`config.mk`:
```
export PLATFORM = sky130hd
export DESIGN_NAME = wb_arb2
export DESIGN_NICKNAME = d
export VERILOG_FILES = /design/src/rtl/wb_arb2.sv
export SDC_FILE = /design/constraint.sdc
export NUM_CORES = 1
export LEC_CHECK = 0
export CORE_AREA = 8 8 117 119
export CTS_CLUSTER_DIAMETER = 50
export CTS_CLUSTER_SIZE = 25
export DETAILED_ROUTE_END_ITERATION = 16
export DIE_AREA = 0 0 125 127
export GPL_TIMING_DRIVEN = 1
export PLACE_DENSITY = 0.67
export SLEW_MARGIN = 5
export SYNTH_ARGS = -nofsm -noshare
export SYNTH_HDL_FRONTEND = slang
export SYNTH_SLANG_ARGS = --single-unit
```
`constraint.sdc`:
```
create_clock -name clk_i -period 3.28 [get_ports clk_i]
set_clock_uncertainty 0.05 [all_clocks]
set_input_delay 0.492 -clock clk_i [delete_from_list [all_inputs] [get_ports clk_i]]
set_output_delay 0.492 -clock clk_i [all_outputs]
set_load 0.02 [all_outputs]
```
`src/rtl/wb_arb2.sv`:
```
`default_nettype none
// ============================================================================
//  Module   : wb_arb2
//  Brief    : Two-master to one-slave Wishbone classic arbiter. Round-robin
//             grant held for a whole bus cycle, plus a watchdog that ends any
//             slave access which never terminates.
//  Revision : 1.0 - initial release
// ============================================================================
module wb_arb2 #(
    parameter int ADR_W   = 32,
    parameter int DAT_W   = 32,
    parameter int TIMEOUT = 255
) (
    input  logic               clk_i,
    input  logic               rst_i,
    // master 0 (instruction)
    input  logic [ADR_W-1:0]   m0_adr_i,
    input  logic [DAT_W-1:0]   m0_dat_i,
    output logic [DAT_W-1:0]   m0_dat_o,
    input  logic [DAT_W/8-1:0] m0_sel_i,
    input  logic               m0_we_i,
    input  logic               m0_cyc_i,
    input  logic               m0_stb_i,
    output logic               m0_ack_o,
    output logic               m0_err_o,
    output logic               m0_rty_o,
    // master 1 (data)
    input  logic [ADR_W-1:0]   m1_adr_i,
    input  logic [DAT_W-1:0]   m1_dat_i,
    output logic [DAT_W-1:0]   m1_dat_o,
    input  logic [DAT_W/8-1:0] m1_sel_i,
    input  logic               m1_we_i,
    input  logic               m1_cyc_i,
    input  logic               m1_stb_i,
    output logic               m1_ack_o,
    output logic               m1_err_o,
    output logic               m1_rty_o,
    // shared slave
    output logic [ADR_W-1:0]   s_adr_o,
    output logic [DAT_W-1:0]   s_dat_o,
    output logic [DAT_W/8-1:0] s_sel_o,
    output logic               s_we_o,
    output logic               s_cyc_o,
    output logic               s_stb_o,
    input  logic [DAT_W-1:0]   s_dat_i,
    input  logic               s_ack_i,
    input  logic               s_err_i,
    input  logic               s_rty_i,
    // debug: one-hot current owner
    output logic [1:0]         gnt_o
);

    localparam logic [1:0]  c_ST_IDLE  = 2'd0;
    localparam logic [1:0]  c_ST_G0    = 2'd1;
    localparam logic [1:0]  c_ST_G1    = 2'd2;
    localparam logic [15:0] c_WD_LIMIT = 16'(TIMEOUT);
    localparam logic        c_WD_EN    = (TIMEOUT != 0);

    logic [1:0]  r_state;
    logic [1:0]  w_state_nxt;
    logic        r_last;      // last winner: 0 = master 0, 1 = master 1
    logic [15:0] r_wd;
    logic        w_gnt0;
    logic        w_gnt1;
    logic        w_own_stb;
    logic        w_term;
    logic        w_wd_fire;
    logic        w_wd_inc;
    logic        w_state_chg;

    // Next-state: grant from idle by round-robin, hold while owner's cyc is high,
    // hand off directly when the other master is already waiting.
    always_comb begin
        w_state_nxt = r_state;
        case (r_state)
            c_ST_IDLE: begin
                if (m0_cyc_i && m1_cyc_i) begin
                    w_state_nxt = r_last ? c_ST_G0 : c_ST_G1;
                end else if (m0_cyc_i) begin
                    w_state_nxt = c_ST_G0;
                end else if (m1_cyc_i) begin
                    w_state_nxt = c_ST_G1;
                end
            end
            c_ST_G0: begin
                if (!m0_cyc_i) begin
                    w_state_nxt = m1_cyc_i ? c_ST_G1 : c_ST_IDLE;
                end
            end
            c_ST_G1: begin
                if (!m1_cyc_i) begin
                    w_state_nxt = m0_cyc_i ? c_ST_G0 : c_ST_IDLE;
                end
            end
            default: w_state_nxt = c_ST_IDLE;
        endcase
    end

    assign w_state_chg = (w_state_nxt != r_state);

    // State and last-winner registers; last records every entry into a grant.
    always_ff @(posedge clk_i) begin
        if (rst_i) begin
            r_state <= c_ST_IDLE;
            r_last  <= 1'b1;
        end else begin
            r_state <= w_state_nxt;
            if (w_state_chg && (w_state_nxt == c_ST_G0)) begin
                r_last <= 1'b0;
            end else if (w_state_chg && (w_state_nxt == c_ST_G1)) begin
                r_last <= 1'b1;
            end
        end
    end

    assign w_gnt0 = (r_state == c_ST_G0);
    assign w_gnt1 = (r_state == c_ST_G1);
    assign gnt_o  = {w_gnt1, w_gnt0};

    // Slave side follows the owner; master 0 is the idle default for the data path.
    assign s_adr_o   = w_gnt1 ? m1_adr_i : m0_adr_i;
    assign s_dat_o   = w_gnt1 ? m1_dat_i : m0_dat_i;
    assign s_sel_o   = w_gnt1 ? m1_sel_i : m0_sel_i;
    assign s_we_o    = w_gnt1 ? m1_we_i  : m0_we_i;
    assign s_cyc_o   = (w_gnt0 & m0_cyc_i) | (w_gnt1 & m1_cyc_i);
    assign w_own_stb = (w_gnt0 & m0_stb_i) | (w_gnt1 & m1_stb_i);
    assign s_stb_o   = w_own_stb & ~w_wd_fire;

    // A slave termination in the limit cycle wins over the watchdog.
    assign w_term    = s_ack_i | s_err_i | s_rty_i;
    assign w_wd_fire = c_WD_EN & (r_wd == c_WD_LIMIT) & ~w_term;
    assign w_wd_inc  = s_cyc_o & s_stb_o & ~w_term;

    // Watchdog counts stalled strobe cycles; any break in the stall restarts it.
    always_ff @(posedge clk_i) begin
        if (rst_i) begin
            r_wd <= 16'd0;
        end else if (w_wd_inc && !w_state_chg) begin
            r_wd <= r_wd + 16'd1;
        end else begin
            r_wd <= 16'd0;
        end
    end

    // Terminations are combinational and reach the owner only.
    assign m0_dat_o = s_dat_i;
    assign m1_dat_o = s_dat_i;
    assign m0_ack_o = w_gnt0 & s_ack_i;
    assign m0_err_o = w_gnt0 & (s_err_i | w_wd_fire);
    assign m0_rty_o = w_gnt0 & s_rty_i;
    assign m1_ack_o = w_gnt1 & s_ack_i;
    assign m1_err_o = w_gnt1 & (s_err_i | w_wd_fire);
    assign m1_rty_o = w_gnt1 & s_rty_i;

endmodule
`default_nettype wire

```
==> flow_summary.json, run 1 <==
{
  "yosys_warnings": 0,
  "clk_pin_slew_worst_paths_ps": 50,
  "critPathKind": "reg -> out",
  "tns_ps": 0,
  "cp_slowest_cell": "clkdlybuf4s50_1",
  "routed-wl-met2_um": 5790,
  "synth_edf_count": 0,
  "dieHeight_um": 127,
  "cts.hold.buffers_added": 0,
  "cts_root_buffer": "clkbuf_16",
  "cts_tree": "done",
  "cts-resized-gates": 0,
  "io_pins": 322,
  "crit_family": "simple AND/OR/NAND/NOR gates",
  "vdd_drop_max_uv": 131,
  "syn_avg_cell_area_um2": 8.82,
  "relSlewSlack_pct": 71.2,
  "fmax_mhz": 342,
  "period_needed_ps": 2920,
  "grt_max_degree": 61,
  "hp-class": "reg -> reg",
  "drv_cap": 0,
  "fp.dieW_um": 125,
  "grt_pass1_wl_um": 15700,
  "diodes": 0,
  "die_area_um2": 15900,
  "drive_above_1_share_pct": 18.8,
  "detailed_place_hpwl_um": 9580,
  "area_growth_pct": 89.0,
  "period_share_pct": 89.1,
  "drcViolationCount": 0,
  "fillCellCount": 1191,
  "outcome": "finished, final reports clean",
  "final_cell_area_um2": 4250,
  "initial_core_util_pct": 19.0,
  "worst_slew_pin_slew_ps": 431,
  "path_buf_inv": 1,
  "grt_pass1_vias": 2684,
  "dr.max_layer_used": "met4",
  "ys_types": 31,
  "m1WireLength_um": 3500,
  "layout_commonest_cell": "clkdlybuf4s50_1",
  "antenna_found_initial": 0,
  "finalSetupViolations": 0,
  "dr_wl_met3_um": 1250,
  "ys_ff_latch": 19,
  "path_cells": "ha_1 > nand3_1 > nor2_1 > a21oi_1 > nor2b_1 > clkdlybuf4s50_1",
  "syn_nets": 435,
  "synthCells": 255,
  "finalMaxSlewViolations": 0,
  "grt_setup_unrepaired": "false",
  "clock_latency_ps": 250,
  "wl_um": 10700,
  "fin_util_pct": 36.0,
  "cp.arrival_ps": 2380,
  "nNetsFinal": 591,
  "gp_congestion": 0.811,
  "overflow": 0,
  "power_density_nw_per_um2": 247,
  "ff2ff_setup_slack_ps": 1630,
  "core-area_um2": 11800,
  "cp_max_fo": 6,
  "vias": 2350,
  "drtIter0Drc": 32,
  "hold_violations": 0,
  "cpPeakStageDelay_ps": 650,
  "cts.sink_count": 19,
  "cts_max_level": 1,
  "async_flop_share_pct": 0,
  "cts_buffer_depth": 2,
  "gr-usage-all-layers_pct": 12.7,
  "port_buffers": 225,
  "drt_pass1_iterations": 4,
  "viasPerCell": 4.22,
  "synth_flop_cell": "dfxtp_1",
  "wl_per_cell_um": 19.3,
  "ant_nets": 0,
  "cp.required_ps": 2740,
  "syn_area_um2": 2250,
  "most-common-layout-cells": "clkdlybuf4s50_1, mux2_2, nor2_1, dfxtp_1, xnor2_1",
  "num_rows": 40,
  "cp-start-kind": "flop",
  "cts_buffers": 3,
  "ys_seq_area_share_pct": 16.9,
  "dpl_cell_area_um2": 4170,
  "crit_path_end_kind": "output pin",
  "postCtsSetupBuffers": 0,
  "power_leakage_nw": 1.46
}
-- report_power, final --
part	total (mW)	switching (mW)	internal [mW]
Sequential	0.240	0.00591	0.234
Clock	0.248	0.0843	0.163
Combinational	0.563	0.216	0.348
-- sequential cells by signal (all words and copies together), names as in the netlist --
name	flops
r_state	2
r_wd	16
r_last	1
-- path summary, 6_finish.rpt --
path	startpoint	end	cells after the start
max	r_wd[0]	m0_err_o	6
min	r_wd[0]	r_wd[0]	1
max reg2reg	r_wd[0]	r_wd[8]	5
min reg2reg	r_wd[0]	r_wd[0]	1
-- logic make-up (layout without fill, tap and decap cells) --
| logic type | Yosys count | in the layout | synth area share (%) |
|---|---|---|---|
| compound gates | 9 | 9 | 3.34 |
| xor+xnor | 14 | 14 | 5.45 |
| fa+ha+maj | 1 | 1 | 0.556 |
| buf+inv | 82 | 237 | 25.5 |
| flops | 19 | 19 | 16.9 |
| mux | 69 | 69 | 34.6 |
| simple gates | 61 | 61 | 13.7 |
-- layer usage --
layer,vias to the layer above,GRT usage (%)
met3,12,6.20
met5,-,0
met2,140,24.0
met4,0,4.87
met1,1077,11.6
li1,1121,-
-- worst register-to-register path: cells and delay by family, from the launching register on --
family / cells / cell delay, ps
compound gates: 1 / 270
fa+ha+maj: 1 / 200
flops: 1 / 370
simple gates: 3 / 640
-- cell usage after synthesis, types with 2 or more instances --
| cell | number | share of area (%) |
|---|---|---|
| a21oi_1 | 2 | 0.45 |
| xnor2_1 | 13 | 5.1 |
| buf_2 | 7 | 1.6 |
| and2_1 | 4 | 1.1 |
| buf_4 | 66 | 22 |
| nand2_1 | 5 | 0.83 |
| nand3_1 | 5 | 1.1 |
| nor2_1 | 22 | 3.7 |
| mux2_2 | 69 | 35 |
| nor4_1 | 5 | 1.4 |
| nor3_1 | 7 | 1.6 |
| inv_1 | 6 | 1.0 |
| dfxtp_1 | 19 | 17 |
| nand3b_1 | 4 | 1.3 |
| nor2b_1 | 3 | 0.83 |
| nand4_1 | 3 | 0.83 |
-- stage by stage --
stage          hold WS [ps]  std cells  power (mW)  setup WS [ps]
6_report                409        557        1.05            356
5_1_grt                 471        557        1.10            151
4_1_cts                 412        557        1.06            344
3_5_place_dp            399        553       0.811            432
3_3_place_gp            391        553       0.807            474
2_1_floorplan           380        255       0.575           1160
-- area by class of cell --
type | instances | area (um2) | area share, %
inverter | 6 | 22.5 | 0.530
clock inverter | 1 | 5.00 | 0.118
clock buffer | 3 | 75.1 | 1.77
timing repair buffer | 227 | 2280 | 53.7
multi-input combinational | 154 | 1300 | 30.7
sequential | 19 | 380 | 8.95
tap | 147 | 184 | 4.33
No activity file was read; power rests on OpenSTA's default activity.
==> run 2, diff against run 1 <==
- MAX_ROUTING_LAYER: default -> met4
==> flow_summary.json, run 2 (synthesis results as in run 1) <==
{
  "outcome": "finished, final reports clean",
  "placed_cells": 553,
  "min_path_cells": 1,
  "grt_pass1_vias": 2715,
  "cts.hold.buffers_added": 0,
  "grt_setup_unrepaired": "false",
  "cp_max_fo": 6,
  "fmax_mhz": 343,
  "p_int_uw": 745,
  "antenna_found_initial": 0,
  "port_buffers": 225,
  "finalSetupViolations": 0,
  "cts_root_buffer": "clkbuf_16",
  "fillCellCount": 1191,
  "worstReg2RegStart": "r_wd[0]",
  "overflow": 0,
  "power_frac_seq_pct": 22.8,
  "cp.arrival_ps": 2380,
  "drcViolationCount": 0,
  "relSlewSlack_pct": 71.2,
  "cts-resized-gates": 0,
  "cts.sink_count": 19,
  "reg_top3": "r_wd: 16 flops, r_state: 2 flops, r_last: 1 flops",
  "area_growth_pct": 89.0,
  "fin_util_pct": 36.0,
  "clock_latency_ps": 250,
  "switching_share_pct": 29.1,
  "vias": 2354,
  "dieHeight_um": 127,
  "largest_register_ffs": 16,
  "dpl_cell_area_um2": 4170,
  "drive_above_1_share_pct": 18.8,
  "ant_nets": 0,
  "period_needed_ps": 2920,
  "cp-start-kind": "flop",
  "finalNonFillerCells": 557,
  "hp-class": "reg -> reg",
  "num_rows": 40,
  "detailed_place_hpwl_um": 9580,
  "hold_violations": 0,
  "worst_slew_pin_slew_ps": 431,
  "power_density_nw_per_um2": 247,
  "gr-usage-all-layers_pct": 13.1,
  "drtIter0Drc": 43,
  "combPwrFrac_pct": 53.6,
  "final_cell_area_um2": 4250,
  "multi_input_area_um2": 1300,
  "cp.required_ps": 2740,
  "timing.rr.end": "r_wd[8]",
  "wl_per_cell_um": 19.2,
  "cts_tree": "done",
  "grt_max_degree": 61,
  "die_area_um2": 15900,
  "vdd_drop_max_uv": 130,
  "crit_path_end_kind": "output pin",
  "clkPwrFrac_pct": 23.5,
  "r2r_cells": 5,
  "initial_core_util_pct": 19.0,
  "wl_um": 10700,
  "diodes": 0,
  "top_register": "r_wd",
  "most-common-layout-cells": "clkdlybuf4s50_1, mux2_2, nor2_1, dfxtp_1, xnor2_1",
  "seq_area_um2": 380,
  "min_from": "r_wd[0]",
  "viasPerCell": 4.23,
  "layout_commonest_cell": "clkdlybuf4s50_1",
  "drv_cap": 0,
  "p_switching_uw": 305,
  "hold_path_end": "r_wd[0]",
  "grt_pass1_wl_um": 15600,
  "clk_pin_slew_worst_paths_ps": 50,
  "period_share_pct": 88.9,
  "cts_buffers": 3,
  "critPathKind": "reg -> out",
  "cts_max_level": 1,
  "io_pins": 322,
  "ff2ff_setup_slack_ps": 1630,
  "gp_congestion": 0.823,
  "finalMaxSlewViolations": 0,
  "core-area_um2": 11800,
  "cts_buffer_depth": 2,
  "postCtsSetupBuffers": 0,
  "power_leakage_nw": 1.46,
  "tns_ps": 0,
  "drt_pass1_iterations": 4,
  "nNetsFinal": 591,
  "fp.dieW_um": 125
}
## run 2: cell counts in the layout (fill, tap and decap cells not counted)
No cell type changed its count.
## run 2: per-stage QoR
stage | power (mW) | hold WS (ps) | setup slack [ps]
floorplan | 0.575 | 380 | 1160
global placement | 0.807 | 391 | 474
detailed placement | 0.811 | 399 | 432
CTS | 1.06 | 412 | 344
global route | 1.10 | 471 | 151
finish | 1.05 | 409 | 363
## run 2: layout make-up
type | count | area share [%]
timing repair buffer | 227 | 53.7
multi-input combinational | 154 | 30.7
sequential | 19 | 8.95
tap | 147 | 4.33
clock buffer | 3 | 1.77
inverter | 6 | 0.530
clock inverter | 1 | 0.118
## run 2: worst max-delay path by stage
stage | from | depth (start not counted) | end | slack, ps
after global routing | r_wd[5] | 5 | m0_err_o | 150
final | r_wd[0] | 6 | m0_err_o | 360
after floorplan | r_wd[0] | 5 | m1_err_o | 1160
after detailed placement | s_ack_i | 6 | m1_err_o | 430
after CTS | r_wd[0] | 6 | m1_err_o | 340
after global placement | s_err_i | 6 | m0_err_o | 470
## run 2: worst max-delay path, stage by stage (launching register included)
cell	delay (ps)
dfxtp_1	370
ha_1	200
nand3_1	220
nor2_1	350
a21oi_1	170
nor2b_1	160
clkdlybuf4s50_1	650
## run 2: per-layer routing
layer | routed length, um | share of wire, % | vias up | global-route usage [%]
met5 | 0 | 0 | - | -
met4 | 193 | 1.8 | 0 | 4.87
met3 | 1080 | 10 | 12 | 5.07
met2 | 5790 | 54 | 141 | 24.0
met1 | 3660 | 34 | 1080 | 12.2
li1 | - | - | 1121 | -
## run 2: power by group through the flow
stage          clock [mW]  combinational, mW  sequential (mW)
6_report            0.247              0.563            0.240
3_5_place_dp            0              0.566            0.244
4_1_cts             0.254              0.570            0.239
2_1_floorplan           0              0.335            0.240
3_3_place_gp            0              0.564            0.244
5_1_grt             0.268              0.588            0.240
==> run 3, diff against run 2 <==
- CTS_CLUSTER_SIZE: 25 -> 14
==> results of run 3 <==
No change in the layout: final DEF, timing and power equal those of run 2.
==> edit 1, RTL diff (settings of run 2) <==
Set the parameter `ADR_W` to 40 (it was 32).
--- a/src/rtl/wb_arb2.sv
+++ b/src/rtl/wb_arb2.sv
@@ -7,7 +7,7 @@
 //  Revision : 1.0 - initial release
 // ============================================================================
 module wb_arb2 #(
-    parameter int ADR_W   = 32,
+    parameter int ADR_W   = 40,
     parameter int DAT_W   = 32,
     parameter int TIMEOUT = 255
 ) (
Ports: changed (resized m0_adr_i, m1_adr_i and s_adr_o); port bits go from 322 to 346. The function was not compared with the original's and may differ.
==> edit 1 against run 2 <==
Power up 6.1%; sequential cell count unchanged; clock power about the same; worst setup slack worse by 0.13 ns; synthesized area up 4.2%; critical path depth down 1; wire length up 16%; worst hold slack better by 0.0087 ns; final area up 8.1%; sequential share of layout area down 0.67 points; largest power group unchanged.
==> edit 1: results (changes against run 2) <==
* Status: completed
* GRT Overall Usage at 15.2% (+2.1 points)
* CP Max Fanout at 16 (+10)
* Vias in the first global route at 2902 (+6.9%)
* Worst Path Arrival at 2.50 ns (+0.12 ns)
* Yosys synthesis warning count at 0 (unchanged)
* Post_cts resized at 0 (unchanged)
* Crit Reg-Reg Startpoint: r_wd[0]$_SDFF_PP0_
* Postcts setup bufs at 0 (unchanged)
* Fraction of layout cells with a size suffix above 1 at 19.6% (+0.81 points)
* HPWL after DPL at 11300 µm (+18%)
* Post-DP Area at 0.00451 mm² (+8.3%)
* Asr flop ratio synth at 0% (unchanged)
* Vias at 2558 (+8.7%)
* Depth of the CTS H-tree at 1 (unchanged)
* Largest register FFs at 16 (unchanged)
* IO Port Bufs at 249 (+11%)
* VDD IR max at 0.250 mV (+92%)
* Largest regs: r_wd (16), r_state (2), r_last (1)
* DRT iter0 DRCs at 83 (+93%)
* Initial antenna violation count at 0 (unchanged)
* RD Place Congestion at 0.814 (-1.1%)
* TritonCTS Buffers at 3 (unchanged)
* Syn_nets at 460 (+5.7%)
* Pin count of the biggest net entering global routing at 36 (-41%)
* Reg2reg path depth at 5 (unchanged)
* Crit path from: r_state[1]$_SDFF_PP0_
* Drt pass-1 iters at 4 (unchanged)
* Most frequent cells after synthesis: mux2_2, buf_4, nor2_1
* Reg2Reg Capture Point: r_wd[3]$_SDFF_PP0_
* Routed Antenna Nets at 0 (unchanged)
* Mean Syn Cell Area at 8.87 µm² (+0.62%)
* First-pass GRT wire length at 17900 µm (+14%)
* Hold WC Path Type: flip-flop to flip-flop
* Worst-skew pair later-pin latency at 0.25 ns (about the same)
* Total Wirelength at 12500 µm (+16%)
* Pleak at 1.59 nW (+9.2%)
* Worst Tran Pin Value at 0.418 ns (-0.0131 ns)
* Net count, final at 641 (+8.5%)
* Clk root buf: clkbuf_16
* Synth Flop Type: dfxtp_1
* R2r setup slk at 1.60 ns (-0.03 ns)
* Final cell count without fillers at 591 (+6.1%)
* Deepest clock path buffer count at 2 (unchanged)
* Post-synth cell types at 30 (-3.2%)
* Worst setup path endpoint: s_dat_o[29]
* Clk slew on worst S/H paths at 0.05 ns (about the same)
* Top cells by area, synth: mux2_2, buf_4, dfxtp_1
* Sequential share of the synthesized area at 16.2% (-0.68 points)
* Ant. Diodes at 0 (unchanged)
==> edit 1: how the worst min path moves through the flow <==
stage                            start            endpoint  slack (ns)  cells after the start
floorplan           r_wd[0]$_SDFF_PP0_  r_wd[0]$_SDFF_PP0_        0.38                      1
CTS                 r_wd[0]$_SDFF_PP0_  r_wd[0]$_SDFF_PP0_        0.42                      1
finish              r_wd[0]$_SDFF_PP0_  r_wd[0]$_SDFF_PP0_        0.42                      1
detailed placement  r_wd[0]$_SDFF_PP0_  r_wd[0]$_SDFF_PP0_        0.41                      1
global route        r_wd[0]$_SDFF_PP0_  r_wd[0]$_SDFF_PP0_        0.45                      1
global placement    r_wd[0]$_SDFF_PP0_  r_wd[0]$_SDFF_PP0_        0.39                      1
==> edit 1: critical path, stage by stage, from the launching register on <==
cell	delay, ns
dfxtp_1	0.47
inv_1	0.15
nor2_4	0.35
buf_4	0.32
mux2_2	0.37
clkdlybuf4s50_1	0.57
==> edit 1: routing by layer <==
layer	wire length, µm	global-route usage, %
met1	4650	15.3
met2	6640	28.5
met3	922	4.20
met4	263	3.58
met5	0	-
==> edit 1: final cells by class <==
cell class | count | area, µm²
Fill cell | 1168 | 7220
Multi-Input combinational cell | 162 | 1390
Clock buffer | 3 | 75.1
Timing Repair Buffer | 253 | 2530
Clock inverter | 1 | 5.00
Inverter | 6 | 22.5
Sequential cell | 19 | 380
Tap cell | 147 | 184
==> edit 1: where the power goes <==
part | switching (W) | internal [W] | leakage, nW
registers | 0.00000549 | 0.000234 | 0.154
logic | 0.000241 | 0.000386 | 1.40
clock network | 0.0000841 | 0.000163 | 0.0409
==> edit 1: per-stage QoR <==
stage               utilization [%]  worst slack, ns  total power, W
floorplan                         -             1.16        0.000597
CTS                            38.9            0.242         0.00112
finish                         38.9            0.236         0.00111
detailed placement             38.2            0.490        0.000875
global route                   38.9            0.111         0.00116
global placement               38.2            0.495        0.000870
==> edit 1: cells by family after synthesis <==
group | synth area share, %
buf+inv | 24.6
mux | 37.0
simple gates | 13.1
flops | 16.2
xor+xnor | 5.24
compound gates | 3.21
fa+ha+maj | 0.534
==> edit 2, RTL diff (config.mk and constraints of run 2) <==
Made on the original files. Put a register stage on the outputs `m0_err_o` and `m1_err_o`, without a reset. The values now appear one clock later. The other outputs are not delayed to match.
--- a/src/rtl/wb_arb2.sv
+++ b/src/rtl/wb_arb2.sv
@@ -146,10 +146,12 @@
     assign m0_dat_o = s_dat_i;
     assign m1_dat_o = s_dat_i;
     assign m0_ack_o = w_gnt0 & s_ack_i;
-    assign m0_err_o = w_gnt0 & (s_err_i | w_wd_fire);
     assign m0_rty_o = w_gnt0 & s_rty_i;
     assign m1_ack_o = w_gnt1 & s_ack_i;
-    assign m1_err_o = w_gnt1 & (s_err_i | w_wd_fire);
+    always_ff @(posedge clk_i) begin
+        m0_err_o <= w_gnt0 & (s_err_i | w_wd_fire);
+        m1_err_o <= w_gnt1 & (s_err_i | w_wd_fire);
+    end
     assign m1_rty_o = w_gnt1 & s_rty_i;
 
 endmodule
Check against the original RTL: not equivalent (Yosys sat finds a counterexample within 4 cycles, from zero or initial values and one cycle with rst_i high).
==> edit 2 against run 2 <==
Sequential cell count up 2; synthesized area up 1.8%; power up 4.1%; clock power up 3%; final area up 2.1%; worst hold slack better by 0.0090 ns; wire length up 9.4%; fmax down 2.1%; worst setup slack worse by 0.062 ns; combinational power up 2%; utilization up 0.76 points; count of clock-buffer cells in the layout unchanged; critical path type unchanged; highest routed layer unchanged.
==> edit 2: results (changes against run 2) <==
* Vias at 2375 (+0.89%)
* Top cells by area, synth: mux2_2, buf_4, dfxtp_1
* Vias in the first global route at 2798 (+3.1%)
* M1 WL at 4190 µm (+15%)
* GRT Overall Usage at 14.3% (+1.2 points)
* Count of state elements after synthesis at 21 (+2)
* RD Place Congestion at 0.836 (+1.5%)
* Slew HR at 72.8% (+1.6 points)
* Fillers at 1185 (-0.50%)
* DRT iter0 DRCs at 51 (+19%)
* Post-Syn Instances at 257 (+0.78%)
* Net count, final at 598 (+1.2%)
* Fraction of layout cells with a size suffix above 1 at 19.7% (+0.88 points)
* Reg area at 420 µm² (+11%)
* Met2 usage at 25.3% (+1.3 points)
* Initial antenna violation count at 4 (+4)
* Status: completed
* Final cell count without fillers at 569 (+2.2%)
* HPWL after DPL at 10700 µm (+12%)
* Post-Synth Adder-Cell Area at 0.547% (-0.0097 points)
* Top Family by Delay on Critical Path: buffers and inverters
* Dpl cells at 560 (+1.3%)
* Fraction of synthesized area in multiplexers at 34.0% (-0.60 points)
* Number of non-clock buffers at 232 (+2.2%)
* R2r setup slk at 1.61 ns (-0.02 ns)
## edit 2: cell count changes after synthesis
| cell | run 2 | this run |
|---|---|---|
| dfxtp_1 | 19 | 21 |
## edit 2: power by group through the flow
stage / combinational, W / sequential (W) / clock [W]
after global routing: 0.000599 / 0.000265 / 0.000276
after detailed placement: 0.000577 / 0.000270 / 0
after global placement: 0.000575 / 0.000270 / 0
final: 0.000574 / 0.000265 / 0.000254
after CTS: 0.000581 / 0.000265 / 0.000260
after floorplan: 0.000333 / 0.000267 / 0
## edit 2: stage by stage
| stage | worst slack [ns] | util [%] | hold slack (ns) | power, W |
|---|---|---|---|---|
| 6_report | 0.301 | 36.7 | 0.418 | 0.00109 |
| 3_3_place_gp | 0.551 | 36.0 | 0.390 | 0.000845 |
| 3_5_place_dp | 0.533 | 36.0 | 0.411 | 0.000848 |
| 4_1_cts | 0.279 | 36.6 | 0.427 | 0.00110 |
| 5_1_grt | 0.162 | 36.7 | 0.455 | 0.00114 |
| 2_1_floorplan | 1.26 | - | 0.380 | 0.000601 |
